[src/rtl/rom_weight_loader.sv]
// rom_weight_loader
//
// Walks a contiguous window of the 64x32 weight ROM after a start request
// and streams each word to the kernel/weight buffer. One word is captured
// per accepted beat. A one-cycle done pulse follows the final accepted word.
//
// Ports:
//   clk        system clock, rising edge
//   rst_n      asynchronous active-low reset
//   start      one-cycle burst request, honoured only while idle
//   base_addr  first ROM address of the burst (sampled with start)
//   length     number of words, 0..ROM_DEPTH (sampled with start)
//   rom_addr   registered address to the ROM
//   rom_data   ROM read data, combinational in rom_addr
//   out_data   captured ROM word
//   out_valid  out_data is valid
//   out_ready  downstream accepts the current word
//   out_last   current word is the final word of the burst
//   busy       high whenever the sequencer is not idle
//   done       one-cycle pulse at burst completion
//
// Handshake: a word transfers on every rising edge where out_valid and
// out_ready are both high. While out_valid is high and out_ready is low,
// out_data and out_last hold and the word is offered again; out_valid never
// drops without a transfer.
module rom_weight_loader #(
    parameter int ADDR_WIDTH = 6,
    parameter int DATA_WIDTH = 32,
    parameter int ROM_DEPTH  = 64
) (
    input  logic                  clk,
    input  logic                  rst_n,
    input  logic                  start,
    input  logic [ADDR_WIDTH-1:0] base_addr,
    input  logic [ADDR_WIDTH:0]   length,
    output logic [ADDR_WIDTH-1:0] rom_addr,
    input  logic [DATA_WIDTH-1:0] rom_data,
    output logic [DATA_WIDTH-1:0] out_data,
    output logic                  out_valid,
    input  logic                  out_ready,
    output logic                  out_last,
    output logic                  busy,
    output logic                  done
);

    typedef enum logic [1:0] {
        IDLE = 2'd0,
        LOAD = 2'd1,
        FIN  = 2'd2
    } state_t;

    localparam logic [ADDR_WIDTH:0] MAX_LEN = (ADDR_WIDTH + 1)'(ROM_DEPTH);
    localparam logic [ADDR_WIDTH:0] ONE     = (ADDR_WIDTH + 1)'(1);

    state_t              state;
    logic [ADDR_WIDTH:0] remaining;
    logic [ADDR_WIDTH:0] start_len;
    logic                fire;
    logic                accept;

    // Requests longer than the ROM are clamped so each word is read at most once.
    assign start_len = (length > MAX_LEN) ? MAX_LEN : length;

    // A new word may be captured when words remain and the output register
    // is either empty or being emptied by a transfer in this same cycle.
    assign fire   = (remaining != '0) && (!out_valid || out_ready);
    assign accept = out_valid && out_ready;

    always_ff @(posedge clk or negedge rst_n) begin
        if (!rst_n) begin
            state     <= IDLE;
            rom_addr  <= '0;
            remaining <= '0;
            out_data  <= '0;
            out_valid <= 1'b0;
            out_last  <= 1'b0;
            busy      <= 1'b0;
            done      <= 1'b0;
        end else begin
            done <= 1'b0;
            case (state)
                IDLE: begin
                    if (start) begin
                        busy <= 1'b1;
                        if (length != '0) begin
                            rom_addr  <= base_addr;
                            remaining <= start_len;
                            state     <= LOAD;
                        end else begin
                            // Empty burst: straight to completion, no beats.
                            state <= FIN;
                            done  <= 1'b1;
                        end
                    end
                end

                LOAD: begin
                    if (fire) begin
                        // ROM is asynchronous, so rom_data already reflects rom_addr.
                        out_data  <= rom_data;
                        out_valid <= 1'b1;
                        out_last  <= (remaining == ONE);
                        rom_addr  <= rom_addr + 1'b1;  // wraps naturally at the ROM end
                        remaining <= remaining - 1'b1;
                    end else if (accept) begin
                        out_valid <= 1'b0;
                        out_last  <= 1'b0;
                    end
                    // The last word has left; remaining is already zero here.
                    if (accept && out_last) begin
                        state <= FIN;
                        done  <= 1'b1;
                    end
                end

                FIN: begin
                    state <= IDLE;
                    busy  <= 1'b0;
                end

                default: begin
                    state <= IDLE;
                    busy  <= 1'b0;
                end
            endcase
        end
    end

endmodule

[config.mk]
export PLATFORM = sky130hd
export DESIGN_NAME = rom_weight_loader
export DESIGN_NICKNAME = d
export VERILOG_FILES = /design/src/rtl/rom_weight_loader.sv
export SDC_FILE = /design/constraint.sdc
export NUM_CORES = 1
export LEC_CHECK = 0
export CAP_MARGIN = 15
export CELL_PAD_IN_SITES_DETAIL_PLACEMENT = 1
export CELL_PAD_IN_SITES_GLOBAL_PLACEMENT = 1
export CORE_MARGIN = 1.5
export CORE_UTILIZATION = 37
export DETAILED_ROUTE_END_ITERATION = 8
export GPL_TIMING_DRIVEN = 0
export PLACE_DENSITY = 0.88
export SETUP_SLACK_MARGIN = 0.05
export SKIP_CTS_REPAIR_TIMING = 1
export SLEW_MARGIN = 0
export SYNTH_ARGS = -nofsm -noshare
export SYNTH_HDL_FRONTEND = slang
export SYNTH_SLANG_ARGS = --single-unit
[constraint.sdc]
create_clock -name clk -period 5.1 [get_ports clk]
set_input_delay 0.51 -clock clk [delete_from_list [all_inputs] [get_ports clk]]
set_output_delay 0.51 -clock clk [all_outputs]
set_load 0.005 [all_outputs]
==> out/qor.csv, run 1 <==
stage;metric;value;unit
outcome;run_status;finished clean;
drt;drtAntennaViolNets;0;
timing;relSlewSlack;56.9;%
synthesis;synth_top_family_by_area;multiplexers;
synthesis;synth-adder-area-share;1.53;%
clock_tree;clk_pin_slew;0.09;ns
drt;viasPerCell;5.48;
clock_tree;clock_tree.buffer_depth;2;
timing;setup_viol;0;
run;cap_viol_max_count;0;
clock_tree;cts_root_buf;clkbuf_8;
synthesis;yosysWarnings;0;
critical_path;worstSetupStartpoint;length[0];
placed_design;dp_hpwl;5730;um
clock_tree;clk-insertion-delay-late;0.30;ns
clock_tree;cts_made_buffers;5;
critical_path;crit_chain;clkdlybuf4s50_1 > nor4_1 > a21oi_2 > nor2_4 > buf_6 > mux2_4;
timing;fin_skew;0.00853;ns
synthesis;syn-cell-area;2450;um2
drt;vias;2010;
synthesis;synthDistinctLibCells;36;
clock_tree;cts.sinks;51;
drt;wl_per_cell;20.5;um
critical_path;path_max_fanout;10;
clock_tree;cts_tree;yes;
power;power_density;595;nW/um2
critical_path;ff2ff_path_depth;8;
timing;finalSetupTns;0;ns
global_routing;grt-ovfl-total;0;
global_routing;track_usage;21.7;%
global_routing;grt_pass1_vias;2186;
hold_path;hold_class;primary input to async pin;
critical_path;cp.required;5.29;ns
finish;fin_area;3550;um2
drt;drc_errors;0;
synthesis;netlist_instances;191;
finish;multi_input_comb_area;1070;um2
critical_path;slowest_delay;0.62;ns
global_routing;grt_pass1_wl;12000;um
global_routing;grt_start_max_net_pins;36;
placed_design;place_area;3470;um2
timing;grt_setup_unrepaired;false;
finish;nets;341;
clock_tree;htree_num_levels;2;
die;dieArea;7130;um2
finish;antenna_cells;0;
die;io_pins;91;
synthesis;synth-seq-cells;51;
synthesis;synth_top_area_cell;dfrtp_1;
finish;syn_to_final_growth;44.7;%
synthesis;synth-main-ff-cell;dfrtp_1;
critical_path;setup.worst_path.class;primary input to flop;
finish;drive_gt1_share;19.3;%
critical_path;worst_setup_path_start_kind;primary input;
die;fp-row-count;29;
placed_design;io_buffers;90;
timing;finalMaxSlewViolations;0;
synthesis;syn_avg_cell_area;12.8;um2
placed_design;gp_congestion;0.814;
drt;drtIter0Drc;79;
critical_path;arrival;2.45;ns
synthesis;synth_area_leaders;dfrtp_1 52%, mux2_4 17%, o2bb2ai_1 3.2%;
synthesis;synth-simple-area-share;8.36;%
drt;detail_route.first_pass.iterations;4;
power;leakage;1.51;nW
critical_path;crit-reg2reg-launch;remaining[0]$_DFFE_PN0P_;
power;peakVddDrop;0.309;mV
finish;seqCellArea;1280;um2
timing;timing.final.crit_share;44.3;%
die;fp.dieH;84.4;um
drt;routed_wl;7540;um
timing;finalCriticalPeriod;2.26;ns
die;die_width;84.4;um
critical_path;r2r_setup_slack;2.88;ns
synthesis;synth-compound-area-share;13.4;%
timing;timing.fmax;0.443;GHz
timing;hold_violations;0;
synthesis;async_flop_share;100;%
critical_path;end_kind;flop;
synthesis;synth-seq-area-share;52.0;%
die;core_area;6390;um2
synthesis;synth_edf_count;0;
global_routing;antenna_found_initial;0;
timing;worstMarginPinSlew;0.640;ns
synthesis;yosysTopAreaCellShare;52.0;%
finish;nFillCells;658;
synthesis;syn_nets;243;
critical_path;slowest_stage;nor4_1;
synthesis;synth_mux_area_share;20.3;%
synthesis;synth_xor_area_share;0;%
die;initial_utilization;38.4;%
critical_path;rr_endpoint;remaining[1]$_DFFE_PN0P_;
## flip-flops by register name, summed over array words and instances (netlist names)
register / count
busy: 1
done: 1
out_data: 32
out_last: 1
out_valid: 1
remaining: 7
rom_addr: 6
state: 2
## synth_stat cells (3+ instances only)
library cell / n
o22ai_1: 7
clkbuf_1: 4
o2bb2ai_1: 9
nor3_1: 7
mux2_2: 6
dfrtp_1: 51
mux2_4: 28
nand2b_1: 3
o21ai_0: 12
inv_1: 4
ha_1: 3
nor2_1: 4
a21oi_1: 7
a31oi_1: 3
nand2_1: 10
buf_6: 6
nand3_1: 3
## cell type report
cell class | count | area share (%)
buffer | 12 | 2.61
clock buffer | 6 | 2.04
inverter | 4 | 0.423
clock inverter | 2 | 0.352
sequential | 51 | 35.9
multi-input combinational | 124 | 30.1
tap | 77 | 2.71
timing repair buffer | 91 | 25.8
## cells in the final DEF (no fill, tap or decap), types with 6 or more instances in the layout
cell,count
clkdlybuf4s50_1,89
nand2_1,10
dfrtp_1,51
o21ai_0,12
a21oi_1,7
o22ai_1,7
nor3_1,7
o2bb2ai_1,9
buf_6,6
mux2_2,6
mux2_4,28
## where the power goes
part | switching [mW] | internal [mW] | total, mW
Clock | 0.136 | 0.0963 | 0.232
Sequential | 0.154 | 0.596 | 0.750
Combinational | 0.433 | 0.697 | 1.13
## worst max path at each step
stage | cells past startpoint | to
floorplan | 6 | remaining[1]$_DFFE_PN0P_
global placement | 1 | remaining[1]$_DFFE_PN0P_
detailed placement | 7 | remaining[5]$_DFFE_PN0P_
CTS | 7 | remaining[5]$_DFFE_PN0P_
global route | 8 | remaining[1]$_DFFE_PN0P_
finish | 6 | remaining[1]$_DFFE_PN0P_
## per-layer routing
layer	global-route usage (%)	up-vias	share of wire (%)
met3	4.13	10	3.1
met2	40.4	64	55
met1	25.8	1037	40
met5	0	-	0
met4	5.43	0	1.7
li1	-	899	-
## through the flow
stage | hold slack [ns] | worst slack, ns | cells | power (mW) | utilization [%]
after floorplan | 0.214 | 3.19 | 191 | 1.33 | -
after global placement | 0.481 | 1.97 | 358 | 1.81 | 54.0
after detailed placement | 0.464 | 2.54 | 359 | 1.88 | 54.3
after CTS | 0.123 | 2.87 | 367 | 2.13 | 55.6
after global routing | 0.121 | 2.78 | 367 | 2.24 | 55.6
final | 0.120 | 2.84 | 367 | 2.11 | 55.6
## cells by family (layout without fill, tap and decap cells)
group / after synthesis / count (layout)
compound gates: 48 / 48
fa+ha+maj: 3 / 3
buf+inv: 16 / 115
flops: 51 / 51
mux: 35 / 35
simple gates: 38 / 38
## critical path, delay by kind of cell
kind	cells	cell delay, ns
simple gates	2	0.78
buf+inv	2	0.64
mux	1	0.31
compound gates	1	0.22
Note: power is estimated with default switching activity, not from simulation.
==> inputs of run 2 (changes only) <==
Settings changed: CORE_UTILIZATION 37 to 31, PLACE_DENSITY 0.88 to 0.79.
Clock period 5.1 ns to 2 ns, I/O delays scaled along.
==> run 2 against run 1 <==
  * Count of clock-buffer cells in the layout shrank 1
  * Power grew to 2.7 times the previous value
  * Via count shrank 1.0%
  * Clock power grew to 3.2 times the previous value
  * Clock skew shrank 0.0010 ns
  * Critical path depth is the same
  * Non-clock buffer count grew 10
  * Wire length shrank 11%
  * Setup slack lost 2.8 ns
  * Critical path type is now flop to flop
  * Combinational power grew to 2.7 times the previous value
  * Cell count grew 9.5%
  * First-iteration DRC count shrank 43%
==> out/qor.csv, run 2 (same netlist as run 1, synthesis figures left out) <==
stage;metric;value;unit
outcome;run_status;finished clean;
drt;detail_route.first_pass.iterations;4;
timing;hold_violations;0;
global_routing;grt-ovfl-total;0;
critical_path;slowest_delay;0.44;ns
global_routing;grt_pass1_vias;2034;
global_routing;antenna_found_initial;0;
clock_tree;clock_tree.buffer_depth;2;
drt;drc_errors;0;
timing;fin_skew;0.00749;ns
drt;wl_per_cell;16.7;um
global_routing;grt_start_max_net_pins;30;
die;fp.dieH;92.0;um
finish;nFillCells;817;
die;initial_utilization;31.9;%
critical_path;ff2ff_path_depth;6;
drt;drtIter0Drc;45;
finish;drive_gt1_share;24.7;%
finish;top_register;out_data;
power;total_power;5.65;mW
critical_path;end_kind;flop;
timing;setup_viol;0;
placed_design;place_area;3500;um2
critical_path;setup.worst_path.class;flop to flop;
global_routing;track_usage;15.9;%
drt;viasPerCell;4.95;
drt;vias;1990;
finish;syn_to_final_growth;52.6;%
timing;worstMarginPinSlew;0.584;ns
finish;largestRegisters;out_data (32), remaining (7), rom_addr (6);
critical_path;arrival;2.19;ns
timing;finalMaxSlewViolations;0;
timing;whs;0.406;ns
run;cap_viol_max_count;0;
clock_tree;cts.sinks;51;
timing;timing.final.crit_share;99.6;%
clock_tree;clk_pin_slew;0.10;ns
placed_design;io_buffers;90;
clock_tree;htree_num_levels;2;
power;peakVddDrop;0.779;mV
timing;relSlewSlack;60.7;%
placed_design;dp.cells;384;
finish;fin_cells;402;
finish;largest_reg_flops;32;
placed_design;dp_hpwl;4870;um
clock_tree;cts_made_buffers;5;
critical_path;path_max_fanout;7;
drt;drtAntennaViolNets;0;
global_routing;grt_pass1_wl;10600;um
finish;antenna_cells;0;
critical_path;crit_chain;or3_4 > o311a_1 > buf_6 > nor2_4 > buf_6 > mux2_4;
timing;finalCriticalPeriod;1.99;ns
die;die_width;92.0;um
timing;timing.fmax;0.502;GHz
critical_path;rr_endpoint;remaining[1]$_DFFE_PN0P_;
die;fp-row-count;32;
hold_path;hold_class;primary input to async pin;
power;leakage;1.59;nW
critical_path;cp.required;2.20;ns
finish;final_common_cell;clkdlybuf4s50_1;
die;io_pins;91;
critical_path;path_common_cell;buf_6;
finish;nets;351;
die;dieArea;8460;um2
clock_tree;cts_root_buf;clkbuf_8;
clock_tree;cts_tree;yes;
clock_tree;clk-insertion-delay-late;0.30;ns
timing;grt_setup_unrepaired;true;
critical_path;worst_setup_path_start_kind;flop;
critical_path;r2r_setup_slack;0.007;ns
finish;layout_common_cells;89 x clkdlybuf4s50_1, 49 x dfrtp_1, 28 x mux2_4;
drt;routed_wl;6710;um
timing;finalSetupTns;0;ns
die;core_area;7690;um2
placed_design;gp_congestion;0.793;
critical_path;slowest_stage;dfrtp_2;
critical_path;crit-reg2reg-launch;remaining[3]$_DFFE_PN0P_;
power;power_density;1510;nW/um2
finish;fin_area;3740;um2
-- run 2: how the worst max path moves through the flow --
stage                              from                        to  slack [ns]  cells past startpoint
2_1_floorplan  remaining[3]$_DFFE_PN0P_  remaining[1]$_DFFE_PN0P_        0.09                      6
3_3_place_gp                      rst_n  out_data[18]$_DFFE_PN0P_       -0.92                      1
3_5_place_dp                      start  remaining[4]$_DFFE_PN0P_       -0.25                      7
4_1_cts        remaining[0]$_DFFE_PN0P_  remaining[1]$_DFFE_PN0P_       -0.15                      8
5_1_grt        remaining[3]$_DFFE_PN0P_  remaining[1]$_DFFE_PN0P_       -0.04                      6
6_report       remaining[3]$_DFFE_PN0P_  remaining[1]$_DFFE_PN0P_       0.007                      6
-- run 2: report_power, final --
part | internal (mW) | switching, mW
combinational | 1.92 | 1.11
sequential | 1.52 | 0.357
clock | 0.377 | 0.363
total | 3.82 | 1.83
-- run 2: area by class of cell --
type                    instances  area [um2]  area share [%]
flip-flops and latches         51        1280            34.1
multi-input cells             124        1110            29.7
repair buffers                102        1000            26.8
well taps                     102         128            3.41
plain buffers                  11        91.3            2.44
clock buffers                   5        68.8            1.84
clock inverters                 3        46.3            1.24
inverters                       4        15.0           0.401
-- run 2: critical path, delay by kind of cell, from the launching register on --
kind            cells  cell delay, ns
simple gates        2            0.51
buf+inv             2            0.29
flops               1            0.44
mux                 1            0.30
compound gates      1            0.36
-- run 2: per-layer routing --
layer	routed length [um]	part of all wire, %	global-route usage, %	up-vias
met3	323	4.8	3.65	9
met5	0	0	0	-
li1	-	-	-	922
met2	3360	50	26.0	65
met1	2930	44	21.1	994
met4	93	1.4	4.36	0
-- run 2: stage by stage --
stage	utilization (%)	setup WS [ns]
floorplan	-	0.0909
global placement	45.3	-0.924
detailed placement	45.5	-0.253
CTS	47.0	-0.148
global route	48.7	-0.0430
finish	48.7	0.00741
